## config.mk

```make
export PLATFORM = sky130hd
export DESIGN_NAME = presubaddor_operand_issuer
export DESIGN_NICKNAME = d
export VERILOG_FILES = /design/src/rtl/presubaddor_pkg.sv /design/src/rtl/presubaddor_operand_fifo.sv /design/src/rtl/presubaddor_operand_issuer.sv
export SDC_FILE = /design/constraint.sdc
export NUM_CORES = 1
export LEC_CHECK = 0
export ABC_AREA = 1
export CAP_MARGIN = 10
export CORE_MARGIN = 3
export CORE_UTILIZATION = 30
export DETAILED_ROUTE_END_ITERATION = 6
export SLEW_MARGIN = 30
export SYNTH_ARGS = -nofsm -noshare
export SYNTH_HDL_FRONTEND = slang
export SYNTH_SLANG_ARGS = --single-unit
```

## constraint.sdc

```tcl
create_clock -name clk -period 7.3 [get_ports clk]
set_input_delay 1.46 -clock clk [delete_from_list [all_inputs] [get_ports clk]]
set_output_delay 1.46 -clock clk [all_outputs]
set_load 0.1 [all_outputs]
```

## src/rtl/presubaddor_pkg.sv

```systemverilog
// Shared types and default constants for the presub-mult-or operand issuer.
package presubaddor_pkg;

  typedef enum logic [0:0] {
    StIdle,
    StHold
  } issue_state_t;

  localparam int unsigned DefaultWidth   = 10;
  localparam int unsigned DefaultIi      = 2;
  localparam int unsigned DefaultLatency = 2;

  // Counter width that stays legal when the count range collapses to one value.
  function automatic int unsigned cnt_width(input int unsigned n);
    return (n > 1) ? $clog2(n) : 1;
  endfunction

endpackage

```

## src/rtl/presubaddor_operand_fifo.sv

```systemverilog
// Operand-tuple FIFO: power-of-two ring buffer with occupancy count, no bypass path.
module presubaddor_operand_fifo #(
  parameter int unsigned Width = 40,
  parameter int unsigned Depth = 4
) (
  input  logic                       clk,
  input  logic                       rst_n,
  input  logic                       push,
  input  logic [Width-1:0]           wdata,
  input  logic                       pop,
  output logic [Width-1:0]           rdata,
  output logic                       full,
  output logic                       empty,
  output logic [$clog2(Depth+1)-1:0] count
);

  localparam int unsigned PtrW = $clog2(Depth);
  localparam int unsigned CntW = $clog2(Depth + 1);

  logic [Width-1:0] mem_q [Depth];
  logic [PtrW-1:0]  wptr_q, rptr_q;
  logic [CntW-1:0]  count_q;
  logic             push_ok, pop_ok;

  assign full    = (count_q == CntW'(Depth));
  assign empty   = (count_q == '0);
  assign push_ok = push & ~full;
  assign pop_ok  = pop & ~empty;
  assign rdata   = mem_q[rptr_q];
  assign count   = count_q;

  always_ff @(posedge clk) begin
    if (push_ok) begin
      mem_q[wptr_q] <= wdata;
    end
  end

  // Pointers wrap naturally because Depth is a power of two.
  always_ff @(posedge clk or negedge rst_n) begin
    if (!rst_n) begin
      wptr_q  <= '0;
      rptr_q  <= '0;
      count_q <= '0;
    end else begin
      if (push_ok) wptr_q <= wptr_q + 1'b1;
      if (pop_ok)  rptr_q <= rptr_q + 1'b1;
      case ({push_ok, pop_ok})
        2'b10:   count_q <= count_q + 1'b1;
        2'b01:   count_q <= count_q - 1'b1;
        default: count_q <= count_q;
      endcase
    end
  end

endmodule

```

## src/rtl/presubaddor_operand_issuer.sv

```systemverilog
// Buffers operand tuples and issues them to a fixed-latency presub-mult-or pipeline
// no faster than once every II cycles; res_valid tracks the pipeline output.
module presubaddor_operand_issuer
  import presubaddor_pkg::*;
#(
  parameter int unsigned WIDTH   = DefaultWidth,
  parameter int unsigned DEPTH   = 4,
  parameter int unsigned II      = DefaultIi,
  parameter int unsigned LATENCY = DefaultLatency
) (
  input  logic                       clk,
  input  logic                       rst_n,
  input  logic [WIDTH-1:0]           in_a,
  input  logic [WIDTH-1:0]           in_b,
  input  logic [WIDTH-1:0]           in_c,
  input  logic [WIDTH-1:0]           in_d,
  input  logic                       in_valid,
  output logic                       in_ready,
  output logic [WIDTH-1:0]           a,
  output logic [WIDTH-1:0]           b,
  output logic [WIDTH-1:0]           c,
  output logic [WIDTH-1:0]           d,
  output logic                       issue,
  output logic                       res_valid,
  output logic [$clog2(DEPTH+1)-1:0] fifo_count
);

  localparam int unsigned TupleW   = 4 * WIDTH;
  localparam int unsigned HoldW    = cnt_width(II);
  localparam int unsigned HoldLast = (II > 1) ? II - 2 : 0;
  localparam int unsigned SrW      = (LATENCY > 0) ? LATENCY : 1;

  logic [TupleW-1:0] fifo_rdata, operand_q;
  logic              fifo_full, fifo_empty, push, pop;
  issue_state_t      state_q, state_d;
  logic [HoldW-1:0]  hold_q, hold_d;
  logic              issue_q;
  logic [SrW-1:0]    res_sr_q;

  assign in_ready = ~fifo_full;
  assign push     = in_valid & in_ready;

  presubaddor_operand_fifo #(
    .Width (TupleW),
    .Depth (DEPTH)
  ) u_fifo (
    .clk   (clk),
    .rst_n (rst_n),
    .push  (push),
    .wdata ({in_a, in_b, in_c, in_d}),
    .pop   (pop),
    .rdata (fifo_rdata),
    .full  (fifo_full),
    .empty (fifo_empty),
    .count (fifo_count)
  );

  // HOLD spans II-1 cycles starting with the issue cycle, so the next pop lands II edges later.
  always_comb begin
    state_d = state_q;
    hold_d  = hold_q;
    pop     = 1'b0;
    unique case (state_q)
      StIdle: begin
        if (!fifo_empty) begin
          pop    = 1'b1;
          hold_d = '0;
          if (II > 1) state_d = StHold;
        end
      end
      StHold: begin
        if (hold_q == HoldW'(HoldLast)) begin
          state_d = StIdle;
        end else begin
          hold_d = hold_q + 1'b1;
        end
      end
      default: state_d = StIdle;
    endcase
  end

  always_ff @(posedge clk or negedge rst_n) begin
    if (!rst_n) begin
      state_q   <= StIdle;
      hold_q    <= '0;
      issue_q   <= 1'b0;
      operand_q <= '0;
      res_sr_q  <= '0;
    end else begin
      state_q  <= state_d;
      hold_q   <= hold_d;
      issue_q  <= pop;
      res_sr_q <= (res_sr_q << 1) | SrW'(issue_q);
      if (pop) operand_q <= fifo_rdata;
    end
  end

  assign issue     = issue_q;
  assign res_valid = (LATENCY == 0) ? issue_q : res_sr_q[SrW-1];
  assign {a, b, c, d} = operand_q;

endmodule
```

* Yosys cells after proc, flatten, opt, wreduce, memory -nomap -nowiden
Memory sizes are Yosys's and may differ from the RTL's. A register that Yosys moved wholly into a read port is not among the register bits. Cells that the tools add are included.
Storage, ports and cells: flip-flop bits (word level) 12, RAM bits 160, output and inout port bits 46, word-level logic and storage cells 37, memories 1
Operators by class: add/subtract/negate cells 5, equal/unequal tests 4, multiplexer cells 10, bitwise operators 7, reductions and logical operators 3
Memories:
- u_fifo.mem_q | depth 4, bits a word 40, rd ports 1, clocked after memory_dff 1, write ports 1, line presubaddor_operand_fifo.sv:20 | logic [Width-1:0] mem_q [Depth];
Operators with widths (count):
- two-way mux 1 bit | 7
- case mux 3 bit (2 select lines) | 1
- adder 2 x 1 -> 2 bit, second input constant | 2
- case mux 1 bit (2 select lines) | 2
- adder 3 x 1 -> 3 bit, second input constant | 1
- AND 1 bit | 3
- == test 3 bit, second input constant | 1
- zero test 3 bit | 1
- inverter 1 bit | 3
- subtractor 3 x 1 -> 3 bit, second input constant | 1
- == test 2 x 1 -> 1 bit, second input constant | 1
- == test 2 bit, second input constant | 1
- != test 2 bit, second input constant | 1
- OR 2 x 1 -> 2 bit | 1
- nonzero test 2 bit | 1
- adder 1 bit, second input constant | 1
- zero test 1 bit | 1

* Depth between registers and ports, before layout
Gate-level depths: netlist (run 1).
depth in word-level cells 6, depth in mapped cells 12

* Cells and area by module
A second synthesis (run 1) with hierarchy kept.
Second synthesis, totals: cells, all modules 707, area, all modules 8607.0 um^2
Modules (own cells, without submodules):
- presubaddor_operand_fifo | instances 1, cells each 528, area each 6901.6 um^2
- presubaddor_operand_issuer | instances 1, cells each 179, area each 1705.4 um^2

* Worst setup path before layout (run 1)
No wires, ideal clock.
path type register to register, from register u_fifo.count_q[1] (netlist: u_fifo.count[1]), to memory u_fifo.mem_q[0][0] (enable), setup time 0.438 ns, arrival time 3.781 ns, data required time 6.862 ns, setup slack 3.081 ns, stages on the path, launching flop included 5, path buffers 0, path through dfrtp_1 nor2_1 nand2_1 nand2_2 nor2_1
On the way: longest elaborated chain between the ends 6
RTL lines:
- start, declared | line presubaddor_operand_fifo.sv:22 | logic [CntW-1:0] count_q;
- start signal, assigned | line presubaddor_operand_fifo.sv:48 | 2'b10: count_q <= count_q + 1'b1;
- start signal, assigned | line presubaddor_operand_fifo.sv:49 | 2'b01: count_q <= count_q - 1'b1;
- start signal, assigned | line presubaddor_operand_fifo.sv:50 | default: count_q <= count_q;
- == test 3 bit * | line presubaddor_operand_fifo.sv:25 | assign full = (count_q == CntW'(Depth));
- inverter 1 bit * | line presubaddor_operand_issuer.sv:40 | assign in_ready = ~fifo_full;
- net in_ready | line presubaddor_operand_issuer.sv:18 | output logic in_ready,
- AND 1 bit | line presubaddor_operand_issuer.sv:41 | assign push = in_valid & in_ready;
- AND 1 bit * | line presubaddor_operand_fifo.sv:27 | assign push_ok = push & ~full;
- two-way mux 1 bit * | line presubaddor_operand_fifo.sv:33 | if (push_ok) begin
- two-way mux 1 bit (not written as such) * | line presubaddor_operand_fifo.sv:34 | mem_q[wptr_q] <= wdata;
- end, declared | line presubaddor_operand_fifo.sv:20
The timed path passes the listed nets; every way through them passes the cells marked *.

* Final worst setup path (run 1)
from register u_fifo.count_q[0] (netlist: u_fifo.count[0]), to output in_ready
On the way: longest elaborated chain between the ends 2
RTL lines (line):
- == test 3 bit | presubaddor_operand_fifo.sv:25
- inverter 1 bit | presubaddor_operand_issuer.sv:40
- end, declared | presubaddor_operand_issuer.sv:18
No other way between the ends.

==> results.toml, run 1 <==
[sta]
fin_ws_ns = 3.60
finalHoldWorstSlack_ns = 0.350
final-setup-viol-count = 0
worst_pin_slew_ns = 0.990
hold_viol_final = 0
min_period_over_period_pct = 50.7
rsz0062_at_grt = "false"
fin_skew_ns = 0.0226
maxSlewHeadroom_pct = 33.8
fmax_mhz = 270
fin_setup_tns_ns = 0
fin_crit_ns = 3.70
slew_viol_final = 0

[placed_design]
dp_hpwl_um = 10300
globalplace.congestion = 0.688
preCtsSetupSlack_ns = 4.01
port_buffers = 88

[setup_path]
slowest_delay_ns = 1.15
r2r_cells = 10
slowest_stage = "clkdlybuf4s50_1"
worstSetupStartpointType = "register"
cp.arrival_ns = 2.24
required_ns = 5.84
critPathCaptureType = "primary output"
cp_max_fo = 4
path_class = "register to primary output"
crit_chain = "nor2_1, nand2_1, clkdlybuf4s50_1"

[synthesis]
synth-async-reset-ratio_pct = 23.8
synth_nets = 899
synth-edff-count = 160
yosys-top-cells-area = "edfxtp_1 55%, dfrtp_1 14%, nand2_1 14%, inv_1 7.4%, nand3_1 4.7%"
synth_compound_area_share_pct = 0.114
yosysWarningCount = 0
netlist_top_cells_count = "328 x nand2_1, 173 x inv_1, 160 x edfxtp_1"
synth_top_area_share_pct = 54.6
ys_types = 20
synth_area_sq_mm = 0.00880
synthSimpleGateAreaFrac_pct = 19.1
synth_area_leader_cell = "edfxtp_1"
synthesis.instances = 850
synth_xor_area_share_pct = 0.498
ys_seq_area_share_pct = 68.8
muxShareOfSynthArea_pct = 0
synth_fa_ha_area_share_pct = 0.939
syn_avg_cell_area_sq_um = 10.4
synth-seq-cells = 210
synth_top_family_by_area = "simple AND/OR/NAND/NOR gates"
ys.flop_type = "edfxtp_1"
yosys.cell_count.top_type = "nand2_1"

[route]
dr.pass1.iters = 4
routed_wl_um = 18700
drc = 0
dr.first_iter.drc_count = 304
vias_per_cell = 4.12
post_drt_wl_per_cell_um = 13.9
ant_nets = 0
route.vias.total = 5516

[die]
io_pins = 89
die_h_um = 177
die_area_sq_mm = 0.0314
die_w_um = 177
coreArea_sq_mm = 0.0288
start_util_pct = 30.6
fp-row-count = 62

[cells_and_area]
area_growth_pct = 22.4
fillCellCount = 2811
post-route-util_pct = 37.4
drive_gt1_share_pct = 5.35
nets = 984

[clock_network]
cts_buffer_depth = 3
clk_pin_slew_ns = 0.06
htree_levels = 1
clk_latency_ns = 0.52
post-cts-setup-buffers = 0
holdBufCountCts = 0
cts-root-buf = "clkbuf_16"
numCtsBuffers = 24
cts_tree = "done"
cts_num_sinks = 210
cts_resized = 0

[grt]
antenna_found_initial = 5
overflow = 0
track_usage_pct = 11.9
grt_pass1_vias = 5532
grt_pass1_wl_um = 29500
grt_max_degree = 83

[job]
cap_viol_max_count = 0

[status]
status = "complete, no violations"

[hold_path]
holdPathStages = 0
hold_path.class = "register to register"
==> cell usage in the layout, fill, tap and decap left out, types with 5 or more instances in the layout <==
master / n
buf_4: 5
clkbuf_1: 9
clkbuf_16: 24
clkdlybuf4s50_1: 87
dfrtp_1: 48
edfxtp_1: 160
ha_1: 5
inv_1: 173
nand2_1: 328
nand3_1: 82
==> state kept, by name, indices dropped and copies added (netlist names) <==
register and flops:
res_sr_q 2, issue 1, operand_q 40, u_fifo.rptr_q 2, u_fifo.count 3, u_fifo.wptr_q 2
u_fifo.mem_q 160
==> cells by family after synthesis <==
kind of cell,Yosys count
and+or+nand+nor,417
buffers and inverters,210
DFF,210
adders and majority gates,6
xor gates and xnor gates,5
AOI/OAI and AO/OA,2
==> layer usage <==
layer	global-route usage, %	vias up	share of wire [%]
li1	-	2793	-
met1	15.0	2572	44
met2	20.3	105	46
met3	3.67	38	6.5
met4	2.68	8	2.3
met5	0	-	0.30
==> metrics by stage <==
stage                     std cells  instance area [sq um]
after floorplan                 850                   8800
after global placement         1292                   9960
after detailed placement       1292                   9960
after CTS                      1336                  10700
after global routing           1338                  10800
final                          1338                  10800
==> worst paths after layout <==
| kind | start | slack (ns) | endpoint |
|---|---|---|---|
| setup / recovery | u_fifo.count[0]$_DFFE_PN0P_ | 3.60 | in_ready |
| hold / removal | res_sr_q[0]$_DFF_PN0_ | 0.35 | res_sr_q[1]$_DFF_PN0_ |
| setup reg to reg | u_fifo.count[0]$_DFFE_PN0P_ | 4.71 | u_fifo.count[2]$_DFFE_PN0P_ |
| hold reg to reg | res_sr_q[0]$_DFF_PN0_ | 0.35 | res_sr_q[1]$_DFF_PN0_ |
| max in group asynchronous | rst_n | 5.75 | u_fifo.rptr_q[1]$_DFFE_PN0P_ |
| min in group asynchronous | rst_n | 1.01 | u_fifo.rptr_q[0]$_DFFE_PN0P_ |
==> final cells by class <==
cell class                 count  area, sq um  share of cell area, %
multi-input combinational    430         1840                   17.1
clock inverter                 9          113                   1.05
tap                          384          480                   4.46
inverter                     176          668                   6.20
clock buffer                  35          662                   6.15
antenna                        1         2.50                 0.0232
timing repair buffer          93          936                   8.69
sequential                   210         6060                   56.3
==> critical path, delay by kind of cell (launching register included) <==
family                 cells  cell delay [ns]
buffers and inverters      1             1.15
DFF                        1             0.40
and+or+nand+nor            2             0.19
Power of run 1 is not shown: default switching activity piles up to over one toggle a cycle in this logic, so the estimate is an artifact.
==> run 2, diff against run 1 <==
==> constraint.sdc (replaced) <==
create_clock -name clk -period 3.56 [get_ports clk]
set_input_delay 0.712 -clock clk [delete_from_list [all_inputs] [get_ports clk]]
set_output_delay 0.712 -clock clk [all_outputs]
set_load 0.1 [all_outputs]
==> run 2 against run 1 <==
Effect of this change: clock skew fell by 0.013 ns; non-clock buffer count rose by 1; count of clock-buffer cells in the layout fell by 6; via count rose by 1.1%; first-iteration DRC count rose by 17%; die area did not move.
==> results.toml, run 2 (synthesis gave the netlist of run 1 again) <==
[status]
status = "complete, no violations"

[placed_design]
dp_hpwl_um = 10600
globalplace.congestion = 0.729
place_area_sq_mm = 0.00996
port_buffers = 88

[setup_path]
slowest_stage = "clkdlybuf4s50_1"
critPathBufInv = 1
worstSetupStartpointType = "register"
crit_chain = "clkdlybuf4s50_1"
cp.arrival_ns = 2.06
cp_max_fo = 4
critPathTopFamily = "buffers and inverters"
slowest_delay_ns = 1.15
path_class = "register to primary output"
critPathCaptureType = "primary output"
required_ns = 2.85

[die]
io_pins = 89
die_h_um = 177
fp-row-count = 62
die_w_um = 177
coreArea_sq_mm = 0.0288
start_util_pct = 30.6
die_area_sq_mm = 0.0314

[sta]
worst_pin_slew_ns = 0.980
fin_crit_ns = 2.77
rsz0062_at_grt = "false"
slew_viol_final = 0
min_period_over_period_pct = 77.9
fin_skew_ns = 0.00929
finalHoldWorstSlack_ns = 0.261
final-setup-viol-count = 0
fmax_mhz = 361
maxSlewHeadroom_pct = 34.5
fin_setup_tns_ns = 0
hold_viol_final = 0

[clock_network]
clk_latency_ns = 0.51
cts_resized = 0
cts_tree = "done"
post-cts-setup-buffers = 0
clk_pin_slew_ns = 0.06
htree_levels = 1
cts_buffer_depth = 3
cts_num_sinks = 210
numCtsBuffers = 24
holdBufCountCts = 0
cts-root-buf = "clkbuf_16"

[cells_and_area]
largest-register = "u_fifo.mem_q"
final_common_cell = "nand2_1"
area_growth_pct = 22.6
largest_register_ffs = 160
final_area_sq_mm = 0.0108
final_cell_mix = "328 x nand2_1, 173 x inv_1, 160 x edfxtp_1"
antenna_cells = 0
nets = 985
drive_gt1_share_pct = 6.30

[route]
dr.first_iter.drc_count = 357
route.vias.total = 5574
drc = 0
post_drt_wl_per_cell_um = 14.1
vias_per_cell = 4.17
routed_wl_um = 18900
dr.pass1.iters = 5
ant_nets = 0

[grt]
overflow = 0
grt_pass1_wl_um = 29900
grt_pass1_vias = 5596
antenna_found_initial = 0
track_usage_pct = 12.1
grt_max_degree = 83

[job]
cap_viol_max_count = 0

[hold_path]
hold_path.class = "primary input to asynchronous set/reset pin"
-- run 2: changes by cell type in the layout (fill, tap and decap cells not counted), sizes merged --
cell,delta
buf,+6
bufinv,+2
clkbuf,-6
clkdlybuf4s50,-5
clkinvlp,+2
diode,-1
inv,+1
-- run 2: area by class of cell --
class                   instances  area [sq um]
clock inverters                14           184
multi-input cells             430          1840
well taps                     384           480
fillers                      2792         18000
flip-flops and latches        210          6060
clock buffers                  29           641
repair buffers                 94           911
inverters                     176           668
-- run 2: final timing paths --
check / end / startpoint / slack, ns / depth (start not counted)
hold / removal: operand_q[25]$_DFFE_PN0P_ / rst_n / 0.26 / 1
setup / recovery: fifo_count[0] / u_fifo.count[0]$_DFFE_PN0P_ / 0.79 / 1
hold reg to reg: res_sr_q[1]$_DFF_PN0_ / res_sr_q[0]$_DFF_PN0_ / 0.35 / 0
setup reg to reg: operand_q[28]$_DFFE_PN0P_ / u_fifo.rptr_q[0]$_DFFE_PN0P_ / 1.40 / 6
min in group clk: res_sr_q[1]$_DFF_PN0_ / res_sr_q[0]$_DFF_PN0_ / 0.35 / 0
max in group asynchronous: u_fifo.rptr_q[0]$_DFFE_PN0P_ / rst_n / 2.74 / 1
-- run 2: metrics by stage --
step                      utilization [%]  setup WS [ns]  cells
after floorplan                         -         -0.659    850
after global placement               34.6           1.04   1294
after detailed placement             34.6           1.01   1294
after CTS                            37.5          0.759   1337
after global routing                 37.5          0.721   1337
final                                37.5          0.787   1337
-- run 2: routing by layer --
metal	vias up	wire length (um)	track usage [%]
met3	29	985	2.55
met1	2625	9020	17.0
met2	129	8510	19.3
li1	2791	-	-
met4	0	346	3.01
met5	-	0	0
Power of run 2 is left out for the same reason.
